--- src/rtl/sap_pkg.sv ---
// Shared definitions for the SAP_U control sequencer: default widths, opcodes
// and the T-state encoding.
package sap_pkg;

   localparam int unsigned DEF_OPCODE_WIDTH = 4;
   localparam int unsigned DEF_ADDR_WIDTH   = 4;
   localparam int unsigned DEF_DATA_WIDTH   = 8;

   localparam int unsigned OP_NOP = 0;
   localparam int unsigned OP_LDA = 1;
   localparam int unsigned OP_ADD = 2;
   localparam int unsigned OP_SUB = 3;
   localparam int unsigned OP_STA = 4;
   localparam int unsigned OP_LDI = 5;
   localparam int unsigned OP_JMP = 6;
   localparam int unsigned OP_JC  = 7;
   localparam int unsigned OP_JZ  = 8;
   localparam int unsigned OP_OUT = 14;
   localparam int unsigned OP_HLT = 15;

   typedef enum logic [2:0] {
      ST_IDLE = 3'd0,
      ST_T0   = 3'd1,
      ST_T1   = 3'd2,
      ST_T2   = 3'd3,
      ST_T3   = 3'd4,
      ST_T4   = 3'd5,
      ST_HALT = 3'd7
   } state_t;

endpackage

--- src/rtl/sap_program_counter.sv ---
// Program counter: asynchronous clear, jump load wins over increment,
// wraps naturally at 2^ADDR_WIDTH.
module sap_program_counter #(
   parameter int ADDR_WIDTH = 4
) (
   input  logic                  clk,
   input  logic                  reset,
   input  logic                  inc,
   input  logic                  load,
   input  logic [ADDR_WIDTH-1:0] load_value,
   output logic [ADDR_WIDTH-1:0] pc
);

   // PC register: load has priority, otherwise optional increment.
   always_ff @(posedge clk or posedge reset) begin
      if (reset) begin
         pc <= '0;
      end else if (load) begin
         pc <= load_value;
      end else if (inc) begin
         pc <= pc + ADDR_WIDTH'(1);
      end
   end

endmodule

--- src/rtl/sap_control_sequencer.sv ---
// Fetch/decode/execute sequencer for the SAP_U datapath. Owns PC, IR, flags
// and the T-state machine; every datapath strobe is decoded from state/IR/flags.
//
//   state | meaning
//   IDLE  | stopped at an instruction boundary, waiting for run
//   T0    | PC onto bus, load MAR
//   T1    | RAM onto bus, load IR, advance PC
//   T2    | first execute step (operand / jump / single-step ops)
//   T3    | second execute step (LDA, ADD, SUB, STA)
//   T4    | ALU result into A, flags captured (ADD, SUB)
//   HALT  | stopped by HLT; only reset leaves
module sap_control_sequencer
   import sap_pkg::*;
#(
   parameter int OPCODE_WIDTH = DEF_OPCODE_WIDTH,
   parameter int ADDR_WIDTH   = DEF_ADDR_WIDTH,
   parameter int DATA_WIDTH   = DEF_DATA_WIDTH
) (
   input  logic                    clk,
   input  logic                    reset,
   input  logic                    run,
   input  logic [DATA_WIDTH-1:0]   bus_in,
   input  logic                    alu_carry,
   input  logic                    alu_zero,
   output logic [ADDR_WIDTH-1:0]   pc_out,
   output logic [DATA_WIDTH-1:0]   ir_operand,
   output logic                    pc_enable,
   output logic                    ir_enable,
   output logic                    ram_output_enable,
   output logic                    reg_a_enable,
   output logic                    alu_enable,
   output logic                    mar_load,
   output logic                    ir_load,
   output logic                    ram_write_enable,
   output logic                    reg_a_load,
   output logic                    reg_b_load,
   output logic                    out_load,
   output logic                    alu_subtract,
   output logic [OPCODE_WIDTH-1:0] opcode,
   output logic [2:0]              tstate,
   output logic                    halted,
   output logic                    flag_c,
   output logic                    flag_z
);

   if (DATA_WIDTH != OPCODE_WIDTH + ADDR_WIDTH) begin : g_width_check
      $error("sap_control_sequencer: DATA_WIDTH must equal OPCODE_WIDTH + ADDR_WIDTH");
   end

   localparam logic [OPCODE_WIDTH-1:0] C_NOP = OPCODE_WIDTH'(OP_NOP);
   localparam logic [OPCODE_WIDTH-1:0] C_LDA = OPCODE_WIDTH'(OP_LDA);
   localparam logic [OPCODE_WIDTH-1:0] C_ADD = OPCODE_WIDTH'(OP_ADD);
   localparam logic [OPCODE_WIDTH-1:0] C_SUB = OPCODE_WIDTH'(OP_SUB);
   localparam logic [OPCODE_WIDTH-1:0] C_STA = OPCODE_WIDTH'(OP_STA);
   localparam logic [OPCODE_WIDTH-1:0] C_LDI = OPCODE_WIDTH'(OP_LDI);
   localparam logic [OPCODE_WIDTH-1:0] C_JMP = OPCODE_WIDTH'(OP_JMP);
   localparam logic [OPCODE_WIDTH-1:0] C_JC  = OPCODE_WIDTH'(OP_JC);
   localparam logic [OPCODE_WIDTH-1:0] C_JZ  = OPCODE_WIDTH'(OP_JZ);
   localparam logic [OPCODE_WIDTH-1:0] C_OUT = OPCODE_WIDTH'(OP_OUT);
   localparam logic [OPCODE_WIDTH-1:0] C_HLT = OPCODE_WIDTH'(OP_HLT);

   state_t                state, next_state, last_state;
   logic [DATA_WIDTH-1:0] ir;
   logic                  pc_inc, pc_load, flag_update;

   assign opcode     = ir[DATA_WIDTH-1:ADDR_WIDTH];
   assign ir_operand = DATA_WIDTH'(ir[ADDR_WIDTH-1:0]);
   assign tstate     = state;
   assign halted     = (state == ST_HALT);

   sap_program_counter #(.ADDR_WIDTH(ADDR_WIDTH)) u_pc (
      .clk        (clk),
      .reset      (reset),
      .inc        (pc_inc),
      .load       (pc_load),
      .load_value (bus_in[ADDR_WIDTH-1:0]),
      .pc         (pc_out)
   );

   // State, instruction register and flags.
   always_ff @(posedge clk or posedge reset) begin
      if (reset) begin
         state  <= ST_IDLE;
         ir     <= '0;
         flag_c <= 1'b0;
         flag_z <= 1'b0;
      end else begin
         state <= next_state;
         if (ir_load) begin
            ir <= bus_in;
         end
         if (flag_update) begin
            flag_c <= alu_carry;
            flag_z <= alu_zero;
         end
      end
   end

   // Next-state and strobe decode from registered state, IR and flags.
   always_comb begin
      next_state        = state;
      last_state        = run ? ST_T0 : ST_IDLE;
      pc_enable         = 1'b0;
      ir_enable         = 1'b0;
      ram_output_enable = 1'b0;
      reg_a_enable      = 1'b0;
      alu_enable        = 1'b0;
      mar_load          = 1'b0;
      ir_load           = 1'b0;
      ram_write_enable  = 1'b0;
      reg_a_load        = 1'b0;
      reg_b_load        = 1'b0;
      out_load          = 1'b0;
      alu_subtract      = 1'b0;
      pc_inc            = 1'b0;
      pc_load           = 1'b0;
      flag_update       = 1'b0;
      case (state)
         ST_IDLE: begin
            if (run) next_state = ST_T0;
         end
         ST_T0: begin
            pc_enable  = 1'b1;
            mar_load   = 1'b1;
            next_state = ST_T1;
         end
         ST_T1: begin
            ram_output_enable = 1'b1;
            ir_load           = 1'b1;
            pc_inc            = 1'b1;
            next_state        = ST_T2;
         end
         ST_T2: begin
            next_state = last_state;
            case (opcode)
               C_NOP: ;
               C_LDA, C_ADD, C_SUB, C_STA: begin
                  ir_enable  = 1'b1;
                  mar_load   = 1'b1;
                  next_state = ST_T3;
               end
               C_LDI: begin
                  ir_enable  = 1'b1;
                  reg_a_load = 1'b1;
               end
               C_JMP: begin
                  ir_enable = 1'b1;
                  pc_load   = 1'b1;
               end
               C_JC: begin
                  ir_enable = flag_c;
                  pc_load   = flag_c;
               end
               C_JZ: begin
                  ir_enable = flag_z;
                  pc_load   = flag_z;
               end
               C_OUT: begin
                  reg_a_enable = 1'b1;
                  out_load     = 1'b1;
               end
               C_HLT: next_state = ST_HALT;
               default: ;
            endcase
         end
         ST_T3: begin
            next_state = last_state;
            case (opcode)
               C_LDA: begin
                  ram_output_enable = 1'b1;
                  reg_a_load        = 1'b1;
               end
               C_ADD, C_SUB: begin
                  ram_output_enable = 1'b1;
                  reg_b_load        = 1'b1;
                  alu_subtract      = (opcode == C_SUB);
                  next_state        = ST_T4;
               end
               C_STA: begin
                  reg_a_enable     = 1'b1;
                  ram_write_enable = 1'b1;
               end
               default: ;
            endcase
         end
         ST_T4: begin
            alu_enable   = 1'b1;
            reg_a_load   = 1'b1;
            flag_update  = 1'b1;
            alu_subtract = (opcode == C_SUB);
            next_state   = last_state;
         end
         ST_HALT: next_state = ST_HALT;
         default: next_state = ST_IDLE;
      endcase
   end

endmodule

--- config.mk ---
export PLATFORM = sky130hd
export DESIGN_NAME = sap_control_sequencer
export DESIGN_NICKNAME = d
export VERILOG_FILES = /design/src/rtl/sap_pkg.sv /design/src/rtl/sap_program_counter.sv /design/src/rtl/sap_control_sequencer.sv
export SDC_FILE = /design/constraint.sdc
export NUM_CORES = 1
export LEC_CHECK = 0
export BUFFER_PORTS_ARGS = -buffer_cell sky130_fd_sc_hd__clkbuf_2
export CAP_MARGIN = 20
export CORE_MARGIN = 2
export CORE_UTILIZATION = 38
export DETAILED_ROUTE_END_ITERATION = 7
export GPL_TIMING_DRIVEN = 0
export PLACE_DENSITY_LB_ADDON = 0.08
export SLEW_MARGIN = 30
export SYNTH_ARGS = -nofsm -noshare
export SYNTH_HDL_FRONTEND = slang
export SYNTH_SLANG_ARGS = --single-unit
--- constraint.sdc ---
create_clock -name clk -period 1.8 [get_ports clk]
set_clock_uncertainty 0.05 [all_clocks]
set_input_delay 0.36 -clock clk [delete_from_list [all_inputs] [get_ports clk]]
set_output_delay 0.36 -clock clk [all_outputs]
set_load 0.01 [all_outputs]
# After elaboration in Yosys (flattened, before gate mapping)

Index checks and enable logic that the tools add are counted.

Register bits: 17
Bits of input ports: 13
Word-level logic and storage cells: 59

Add/subtract/negate cells: 1
Eq/ne operators: 17
Multiplexer cells: 30
Reduce and logical (&&, ||, !) cells: 6

Operators by type and width:

| cell                                                             | number |
|---|---|
| 3-bit case mux with 7 select lines                               | 1 |
| 1-bit 2-to-1 mux                                                 | 17 |
| 4-bit by 3-bit == test with 1-bit output (second input constant) | 4 |
| 4-bit == test (second input constant)                            | 3 |
| 3-bit == test (second input constant)                            | 3 |
| 1-bit case mux with 3 select lines                               | 3 |
| 4-bit by 2-bit == test with 1-bit output (second input constant) | 2 |
| 4-bit 2-to-1 mux                                                 | 2 |
| 1-bit case mux with 2 select lines                               | 4 |
| 3-bit by 2-bit == test with 1-bit output (second input constant) | 2 |
| 3-bit 2-to-1 mux                                                 | 2 |
| 3-bit case mux with 2 select lines                               | 1 |
| 6-bit OR reduction                                               | 1 |
| 4-bit by 1-bit adder with 4-bit output (second input constant)   | 1 |
| 4-bit by 1-bit == test with 1-bit output (second input constant) | 1 |
| 4-bit OR reduction                                               | 1 |
| 3-bit by 1-bit == test with 1-bit output (second input constant) | 1 |
| 3-bit logical NOT                                                | 1 |
| 3-bit OR reduction                                               | 1 |
| 2-bit inequality test (second input constant)                    | 1 |
| 2-bit nonzero test                                               | 1 |
| 2-bit OR reduction                                               | 1 |

# Logic depth before layout (Yosys ltp)

Gate-level depths: netlist of run 1.

Depth in word-level cells: 4
Gate-level depth with buffers: 5

# By module

Synthesis of run 1 repeated with hierarchy kept, for this count alone.

Cell total of the unflattened synthesis: 108
Area total of the unflattened synthesis: 1116.1 sq um

By module, submodules not included:

| module                | times used | cells each | area an instance (sq um) | seq. area each (sq um) |
|---|---|---|---|---|
| sap_control_sequencer | 1          | 89         | 915.9                    | 325.3 |
| sap_program_counter   | 1          | 19         | 200.2                    | 100.1 |

# Worst setup path after synthesis of run 1

No wires, ideal clock.

Kind: flip-flop to output port
From: register state[2], in the netlist tstate[2]
To: output port reg_a_load
Data arrival time: 1.211 ns
Path slack: 0.179 ns
Stages on the path, launching flop included: 5
Path buffers: 1
Path through: dfrtp_1 buf_4 nor2b_1 a41oi_1 o21ai_0

Longest elaborated chain between the ends: 2
Elaborated cells between the ends (all ways): 4

RTL lines:

| what                                                                             | RTL line                     | text |
|---|---|---|
| start: declaration                                                               | sap_control_sequencer.sv:62  | `state_t state, next_state, last_state;` |
| start signal: assignment                                                         | sap_control_sequencer.sv:88  | `state <= next_state;` |
| 3-bit == test / 3-bit by 2-bit == test with 1-bit output (equally long branches) | sap_control_sequencer.sv:118 | `case (state)` |
| 1-bit case mux with 3 select lines (*)                                           | sap_control_sequencer.sv:118 |  |
| end: declaration                                                                 | sap_control_sequencer.sv:35  | `output logic reg_a_load,` |

Every way passes the cells marked *; elsewhere a longest branch is shown, timed or not.

# Worst setup path in the final report of run 1

Ends and elaborated chain as after synthesis.

==> flow_metrics.env, run 1 <==
export IMPL_dpl_hpwl_um=1950
export IMPL_syn_inst=115
export IMPL_clockBufferDepth=2
export IMPL_tightest_slew_ps=636
export IMPL_fin_ws_ps=-116
export IMPL_clk_pin_slew_worst_paths_ps=110
export IMPL_rows=19
export IMPL_slew_violations=0
export IMPL_r2r_start="ir[6]"
export IMPL_slowest_delay_ps=460
export IMPL_path_cells="buf_6, and2b_2, a41oi_2, o21ai_1, clkbuf_2"
export IMPL_dieArea_um2=3450
export IMPL_drc=3
export IMPL_n_antenna_cell=0
export IMPL_worstPathArrival_ps=1510
export IMPL_startpoint="tstate[2]"
export IMPL_dieHeight_um=58.7
export IMPL_die_x_um=58.7
export IMPL_critPathBufInv=2
export IMPL_drive_gt1_share_pct=64.5
export IMPL_syn_to_final_growth_pct=57.3
export IMPL_yosys_area_share_xor_xnor_pct=3.08
export IMPL_viasPerCell=4.99
export IMPL_final_cells=228
export IMPL_yosysMostFrequentCell="dfrtp_1"
export IMPL_grtUsageTotal_pct=18.0
export IMPL_synth_top_family_by_area="simple AND/OR/NAND/NOR gates"
export IMPL_setup_viol=9
export IMPL_numCtsBuffers=3
export IMPL_status="complete, but fails checks"
export IMPL_cp_max_fo=5
export IMPL_dr_first_iter_drc_count=38
export IMPL_vias=1137
export IMPL_first_pass_iters=7
export IMPL_min_period_over_period_pct=106
export IMPL_synth_top_area_cell="dfrtp_1"
export IMPL_startpoint_type="register"
export IMPL_netlist_cell_type_count=39
export IMPL_crit_family="flip-flops"
export IMPL_synth_compound_gate_area_share_pct=14.1
export IMPL_portBuffers=42
export IMPL_synthAdderAreaFrac_pct=1.10
export IMPL_synth_area_per_cell_um2=9.89
export IMPL_finish_utilization_pct=63.8
export IMPL_ios=47
export IMPL_power_density_nw_per_um2=2100
export IMPL_fin_nets=212
export IMPL_synth_area_um2=1140
export IMPL_finalHoldViolations=0
export IMPL_routed_wl_um=3140
export IMPL_placed_cells=191
export IMPL_synth_area_leaders="dfrtp_1 37%, mux2_2 9.9%, buf_4 5.9%"
export IMPL_synth_top_area_share_pct=37.4
export IMPL_synth_seq_cells=17
export IMPL_insertion_delay_ps=290
export IMPL_max_cap_violations=0
export IMPL_period_minus_slack_ps=1920
export IMPL_grt_pass1_vias=1020
export IMPL_synthTopCellsByCount="17 x dfrtp_1, 10 x mux2_2, 10 x nor2_1"
export IMPL_violations="design-rule violations, negative setup slack"
export IMPL_initial_core_util_pct=40.5
export IMPL_coreArea_um2=2810
export IMPL_cts_root_buf="clkbuf_4"
export IMPL_yosys_area_share_simple_pct=20.4
export IMPL_synth_seq_area_share_pct=37.4
export IMPL_ys_flop_type="dfrtp_1"
export IMPL_ctsHoldBuffers=0
export IMPL_max_freq_mhz=522
export IMPL_htree_levels=1
export IMPL_grt_max_degree=18
export IMPL_relSlewSlack_pct=57.6
export IMPL_synth_edff_count=0
export IMPL_antenna_left=0
export IMPL_async_flop_share_pct=100
export IMPL_wl_per_cell_um=13.8
export IMPL_required_ps=1390
export IMPL_cp_end_kind="primary output"
export IMPL_vdd_drop_max_uv=924
export IMPL_critical_path_class="register to primary output"
export IMPL_cts_tree="done"
export IMPL_leakage_uw=0.000924
export IMPL_synth_warning_count=0
export IMPL_rsz0062_at_grt="yes"
export IMPL_hold_path_class="primary input to asynchronous set/reset pin"
export IMPL_place_ws_ps=82.7
export IMPL_clock_sinks=17
export IMPL_synth_mux_area_fraction_pct=14.7
export IMPL_antenna_found_initial=0
export IMPL_slowest_stage="dfrtp_2"
export IMPL_place_congestion=0.844
export IMPL_grt_pass1_wl_um=4750
export IMPL_grt_overflow=0
[per-layer routing]
metal	GRT usage (%)	part of all wire [%]	vias to the layer above
li1	-	-	555
met1	23.1	43	539
met2	29.9	50	37
met3	5.05	5.3	6
met4	4.87	1.3	0
met5	0	0	-
[report_power, final]
| part | total, µW | internal [µW] | switching [µW] |
|---|---|---|---|
| Combinational | 2780 | 1520 | 1260 |
| Clock | 208 | 86.2 | 122 |
| Sequential | 764 | 593 | 171 |
[state kept, by name, summed over array words and instances (netlist names)]
name	cells
flag_z	1
ir	8
tstate	3
u_pc.pc	4
flag_c	1
[final timing paths]
| path | cells past startpoint | endpoint | slack [ps] |
|---|---|---|---|
| max | 5 | reg_a_load | -120 |
| min | 2 | u_pc.pc[0] | 60 |
| max reg2reg | 9 | tstate[0] | -10 |
| min reg2reg | 1 | ir[3] | 460 |
| max in group asynchronous | 2 | ir[4] | 1190 |
| min in group clk | 2 | ir[6] | 250 |
[timing repair]
item,4_1_cts,5_1_grt
gates cloned,1,1
endpoints found under the setup margin,12,13
resized for setup,21,21
setup buffers,20,11
pin swaps,11,10
endpoints found under the hold margin,0,0
[metrics by stage]
stage / instance area [µm²] / power [µW] / hold slack (ps) / TNS (ps)
CTS: 1650 / 3340 / 101 / -726
finish: 1790 / 3750 / 60.3 / -655
global placement: 1400 / 2520 / 422 / 0
detailed placement: 1400 / 2560 / 425 / 0
floorplan: 1150 / 2040 / 236 / 0
global route: 1790 / 4000 / 123 / -1460
[cell families after synthesis]
family,count (synthesis)
AO/OA/AOI/OAI,21
XOR/XNOR,4
adder cells (fa/ha/maj),1
buffers and inverters,17
flip-flops,17
multiplexers,14
other,1
AND/OR/NAND/NOR,40
[cell usage in the layout, fill, tap and decap left out, types with 2 or more instances in the layout]
master and count:
nand3_1 3, clkbuf_2 34, a21oi_1 4, nor3_2 2
inv_1 4, o21ai_0 4, nor2_4 3, nor2_1 9
buf_4 31, nand4_1 2, mux2_4 3, clkbuf_4 3
buf_2 10, dfrtp_1 14, mux2_2 10, nand2_1 4
dfrtp_2 3, buf_6 12, conb_1 4, xor2_1 2
and3_1 3, nand2_2 3
[final cells by class]
class / instances / area, µm²
Fill cell: 268 / 1020
Multi-Input combinational cell: 84 / 688
Timing Repair Buffer: 75 / 478
Sequential cell: 17 / 429
Buffer: 12 / 110
Tap cell: 31 / 38.8
Clock buffer: 4 / 26.3
Inverter: 5 / 18.8
(Power assumes the default switching activity.)
==> run 2, diff against run 1 <==
- clock period: 1.8 -> 1.7 ns (I/O delays scaled with it)
==> run 2 against run 1 <==
  * The flow still finishes with violations (design-rule violations, negative setup slack)
  * Routed wire length fell by 2.8%
  * Global-route usage barely moved
  * Sequential power rose by 5.0%
  * Via count fell by 1.1%
  * Largest power group unchanged
  * Highest routed layer unchanged
==> flow_metrics.env, run 2 (synthesis gave the netlist of run 1 again) <==
export IMPL_power_density_nw_per_um2=2210
export IMPL_ios=47
export IMPL_violations="design-rule violations, negative setup slack"
export IMPL_vdd_drop_max_uv=985
export IMPL_rows=19
export IMPL_fin_ws_ps=-191
export IMPL_htree_levels=1
export IMPL_coreArea_um2=2810
export IMPL_grt_overflow=0
export IMPL_routed_wl_um=3050
export IMPL_vias=1125
export IMPL_numCtsBuffers=3
export IMPL_period_minus_slack_ps=1890
export IMPL_cp_end_kind="primary output"
export IMPL_portBuffers=42
export IMPL_top_register="ir"
export IMPL_crit_family="flip-flops"
export IMPL_n_antenna_cell=0
export IMPL_sw_frac_of_total_pct=40.7
export IMPL_grt_pass1_vias=1023
export IMPL_relSlewSlack_pct=57.9
export IMPL_grtUsageMet2_pct=30.7
export IMPL_max_cap_violations=0
export IMPL_place_congestion=0.844
export IMPL_power_total_uw=3960
export IMPL_die_x_um=58.7
export IMPL_tightest_slew_ps=630
export IMPL_grt_pass1_wl_um=4730
export IMPL_syn_to_final_growth_pct=57.3
export IMPL_clockBufferDepth=2
export IMPL_worstPathArrival_ps=1500
export IMPL_leakage_uw=0.000919
export IMPL_antenna_found_initial=0
export IMPL_clk_pin_slew_worst_paths_ps=90
export IMPL_pwr_share_comb_pct=74.4
export IMPL_insertion_delay_ps=290
export IMPL_final_area_um2=1790
export IMPL_hold_ws_ps=48.3
export IMPL_wl_per_cell_um=13.5
export IMPL_dieHeight_um=58.7
export IMPL_initial_core_util_pct=40.5
export IMPL_dieArea_um2=3450
export IMPL_slowest_stage="dfrtp_1"
export IMPL_drive_gt1_share_pct=64.1
export IMPL_required_ps=1310
export IMPL_seqPwrFrac_pct=20.2
export IMPL_cts_tree="done"
export IMPL_setup_viol=11
export IMPL_slowest_delay_ps=410
export IMPL_dpl_cell_area_um2=1400
export IMPL_final_common_cell="clkbuf_2"
export IMPL_fin_nets=210
export IMPL_final_setup_tns_ps=-1350
export IMPL_finalHoldViolations=0
export IMPL_final_cell_mix="33 x clkbuf_2, 27 x buf_4, 16 x buf_6"
export IMPL_grt_met1_usage_pct=23.1
export IMPL_slew_violations=0
export IMPL_viasPerCell=4.98
export IMPL_hold_path_class="primary input to asynchronous set/reset pin"
export IMPL_cp_max_fo=9
export IMPL_dpl_hpwl_um=1950
export IMPL_clock_sinks=17
export IMPL_rsz0062_at_grt="yes"
export IMPL_grtUsageTotal_pct=18.1
export IMPL_dr_first_iter_drc_count=36
export IMPL_p_int_uw=2350
export IMPL_net_switching_power_uw=1610
export IMPL_antenna_left=0
export IMPL_status="complete, but fails checks"
export IMPL_first_pass_iters=6
export IMPL_grt_use_met3_pct=4.84
export IMPL_cts_root_buf="clkbuf_4"
export IMPL_startpoint_type="register"
export IMPL_drc=3
export IMPL_critical_path_class="register to primary output"
export IMPL_largest_register_ff_count=8
export IMPL_grt_busiest_layer="met2"
export IMPL_p_clk_share_pct=5.4
export IMPL_min_period_over_period_pct=111
export IMPL_grt_max_degree=18
export IMPL_max_freq_mhz=529
export IMPL_critPathBufInv=2
export IMPL_path_cells="buf_6, nor2_4, xor2_2, nor2_1, a21o_1, clkbuf_2"
-- run 2: final timing paths --
kind,startpoint,to,slack (ps),depth (start not counted)
max in group asynchronous,reset,ir[4],1110,2
setup reg to reg,ir[6],tstate[0],-70,9
min in group clk,bus_in[5],ir[5],230,2
hold reg to reg,ir[3],ir[3],460,1
hold / removal,reset,u_pc.pc[0],50,2
setup / recovery,ir[5],mar_load,-190,6
-- run 2: power groups by stage --
stage,sequential (µW),combinational [µW],clock (µW)
detailed placement,838,1880,0
floorplan,904,1250,0
finish,802,2950,213
global route,837,3160,245
global placement,828,1850,0
CTS,798,2570,226
-- run 2: final cells by class --
class,instances,area (µm²)
timing repair buffer,73,483
sequential,17,429
tap,31,38.8
buffer,12,110
clock buffer,4,26.3
multi-input combinational,84,683
inverter,5,18.8
fill,262,1020
-- run 2: layer usage --
| metal | wire [µm] | part of all wire, % |
|---|---|---|
| met1 | 1320 | 43 |
| met2 | 1560 | 51 |
| met3 | 155 | 5.1 |
| met4 | 15 | 0.49 |
| met5 | 0 | 0 |
-- run 2: stage by stage --
| stage | setup slack [ps] | instances | util [%] |
|---|---|---|---|
| floorplan | 99.4 | 118 | - |
| global placement | 27.8 | 191 | 49.8 |
| detailed placement | 2.71 | 191 | 49.8 |
| CTS | -216 | 219 | 60.0 |
| global route | -267 | 226 | 63.8 |
| finish | -191 | 226 | 63.8 |
-- run 2: timing repair --
action / in CTS / in global routing
pin swaps: 12 / 10
gates cloned: 1 / 0
endpoints found under the setup margin: 12 / 14
hold buffers: 0 / 0
setup buffers: 23 / 8
gates resized for setup: 22 / 26
==> run 3, diff against run 2 <==
- ABC_AREA: unset -> 0
- CELL_PAD_IN_SITES_DETAIL_PLACEMENT: unset -> 2
- CELL_PAD_IN_SITES_GLOBAL_PLACEMENT: unset -> 2
- CORE_MARGIN: 2 -> 1
- CORE_UTILIZATION: 38 -> 25
==> run 3 against run 2 <==
  * The flow finishes with violations (negative setup slack)
  * Combinational power rose by 7.1%
  * First-iteration DRC count fell by 47%
  * Setup slack got worse by 25 ps
  * Cell count rose by 12%
  * Highest routed layer unchanged
  * Routed wire length rose by 37%
  * Core utilization fell by 19 points
==> flow_metrics.env, run 3 (synthesis gave the netlist of run 1 again) <==
export IMPL_period_minus_slack_ps=1920
export IMPL_tightest_slew_ps=650
export IMPL_top_layer="met4"
export IMPL_grt_pass1_wl_um=6490
export IMPL_numCtsBuffers=3
export IMPL_first_pass_iters=2
export IMPL_vias=1218
export IMPL_regArea_um2=429
export IMPL_die_x_um=69.5
export IMPL_drive_gt1_share_pct=70.3
export IMPL_ios=47
export IMPL_cts_root_buf="clkbuf_8"
export IMPL_r2r_end="u_pc.pc[1]"
export IMPL_antenna_found_initial=0
export IMPL_routed_wl_um=4170
export IMPL_clock_sinks=17
export IMPL_status="complete, but fails checks"
export IMPL_drc=0
export IMPL_n_antenna_cell=0
export IMPL_place_ws_ps=-50.2
export IMPL_min_period_over_period_pct=113
export IMPL_fin_ws_ps=-216
export IMPL_final_area_um2=1970
export IMPL_rows=24
export IMPL_clk_pin_slew_worst_paths_ps=70
export IMPL_violations="negative setup slack"
export IMPL_leakage_uw=0.000982
export IMPL_fin_nets=217
export IMPL_largest_register_ff_count=8
export IMPL_portBuffers=42
export IMPL_rsz0062_at_grt="yes"
export IMPL_dieHeight_um=69.5
export IMPL_grtUsageTotal_pct=16.8
export IMPL_finish_utilization_pct=45.2
export IMPL_insertion_delay_ps=250
export IMPL_final_setup_tns_ps=-1160
export IMPL_dpl_hpwl_um=2520
export IMPL_power_density_nw_per_um2=2180
export IMPL_hold_path_class="primary input to asynchronous set/reset pin"
export IMPL_cp_max_fo=4
export IMPL_worstPathArrival_ps=1530
export IMPL_slew_violations=0
export IMPL_grt_max_degree=18
export IMPL_cts_tree="done"
export IMPL_required_ps=1310
export IMPL_final_cell_mix="36 x buf_4, 30 x clkbuf_2, 17 x buf_6"
export IMPL_syn_to_final_growth_pct=72.9
export IMPL_relSlewSlack_pct=56.6
export IMPL_place_congestion=0.776
export IMPL_vdd_drop_max_uv=747
export IMPL_wl_met2_um=2300
export IMPL_grt_pass1_vias=1258
export IMPL_r2r_start="tstate[0]"
export IMPL_met3_length_um=131
export IMPL_finalHoldViolations=0
export IMPL_cp_end_kind="primary output"
export IMPL_viasPerCell=4.80
export IMPL_wl_met1_um=1710
export IMPL_max_cap_violations=0
export IMPL_power_total_uw=4280
export IMPL_setup_viol=10
export IMPL_critical_path_class="register to primary output"
export IMPL_reg2regPathDepth=5
export IMPL_grt_overflow=0
export IMPL_dieArea_um2=4820
export IMPL_antenna_left=0
export IMPL_startpoint_type="register"
export IMPL_dpl_cell_area_um2=1420
export IMPL_initial_core_util_pct=26.1
export IMPL_wl_per_cell_um=16.4
export IMPL_regToRegSetupSlack_ps=40
export IMPL_coreArea_um2=4350
export IMPL_fill_cells=475
export IMPL_dr_first_iter_drc_count=19
export IMPL_multi_input_area_um2=736
export IMPL_htree_levels=1
export IMPL_clockBufferDepth=2
export IMPL_max_freq_mhz=522
export IMPL_final_common_cell="buf_4"
export IMPL_top_register="ir"
[run 3: cell count changes in the layout (fill, tap and decap cells not counted), sizes merged]
| cell | change |
|---|---|
| clkbuf | -4 |
| clkinv | +1 |
| buf | +10 |
[run 3: critical path, cell delays in order, from the launching register on]
cell and delay, ps:
dfrtp_2 440, buf_4 160, nor2_2 130, and4b_4 250, o31a_1 160, buf_2 140
[run 3: final cells by class]
cell class / count / share of cell area, %
Multi-Input combinational cell: 84 / 37.4
Timing Repair Buffer: 80 / 28.2
Sequential cell: 17 / 21.8
Buffer: 12 / 5.92
Tap cell: 52 / 3.31
Clock buffer: 3 / 2.10
Inverter: 5 / 0.954
Clock inverter: 1 / 0.254
[run 3: worst max-delay path by stage]
| stage | startpoint | end | slack, ps | cells past startpoint |
|---|---|---|---|---|
| after global routing | ir[4] | ir_enable | -250 | 5 |
| final | ir[4] | ir_enable | -220 | 5 |
| after CTS | ir[6] | ir_enable | -180 | 5 |
| after global placement | tstate[1] | reg_a_load | -50 | 5 |
| after floorplan | tstate[2] | reg_a_load | 100 | 4 |
| after detailed placement | tstate[1] | reg_a_load | -50 | 5 |
[run 3: repair_timing]
item	in CTS	in global routing
pin swaps	15	14
resized for setup	35	31
hold buffers	0	0
setup endpoints to repair	12	12
gates cloned	1	0
setup buffers	24	13
[run 3: per-stage QoR]
stage | instances | hold WS [ps]
after global routing | 254 | 164
after global placement | 212 | 402
after detailed placement | 212 | 405
after floorplan | 118 | 216
after CTS | 241 | 131
final | 254 | 99.9
[run 3: report_power, final]
part,switching [µW],internal (µW)
registers,192,630
clock network,138,163
logic,1470,1690
total,1800,2480
[run 3: metal layers]
metal / vias up / GRT usage, %
li1: 571 / -
met1: 611 / 21.8
met5: - / 0
met3: 4 / 3.05
met2: 32 / 30.5
met4: 0 / 0.680
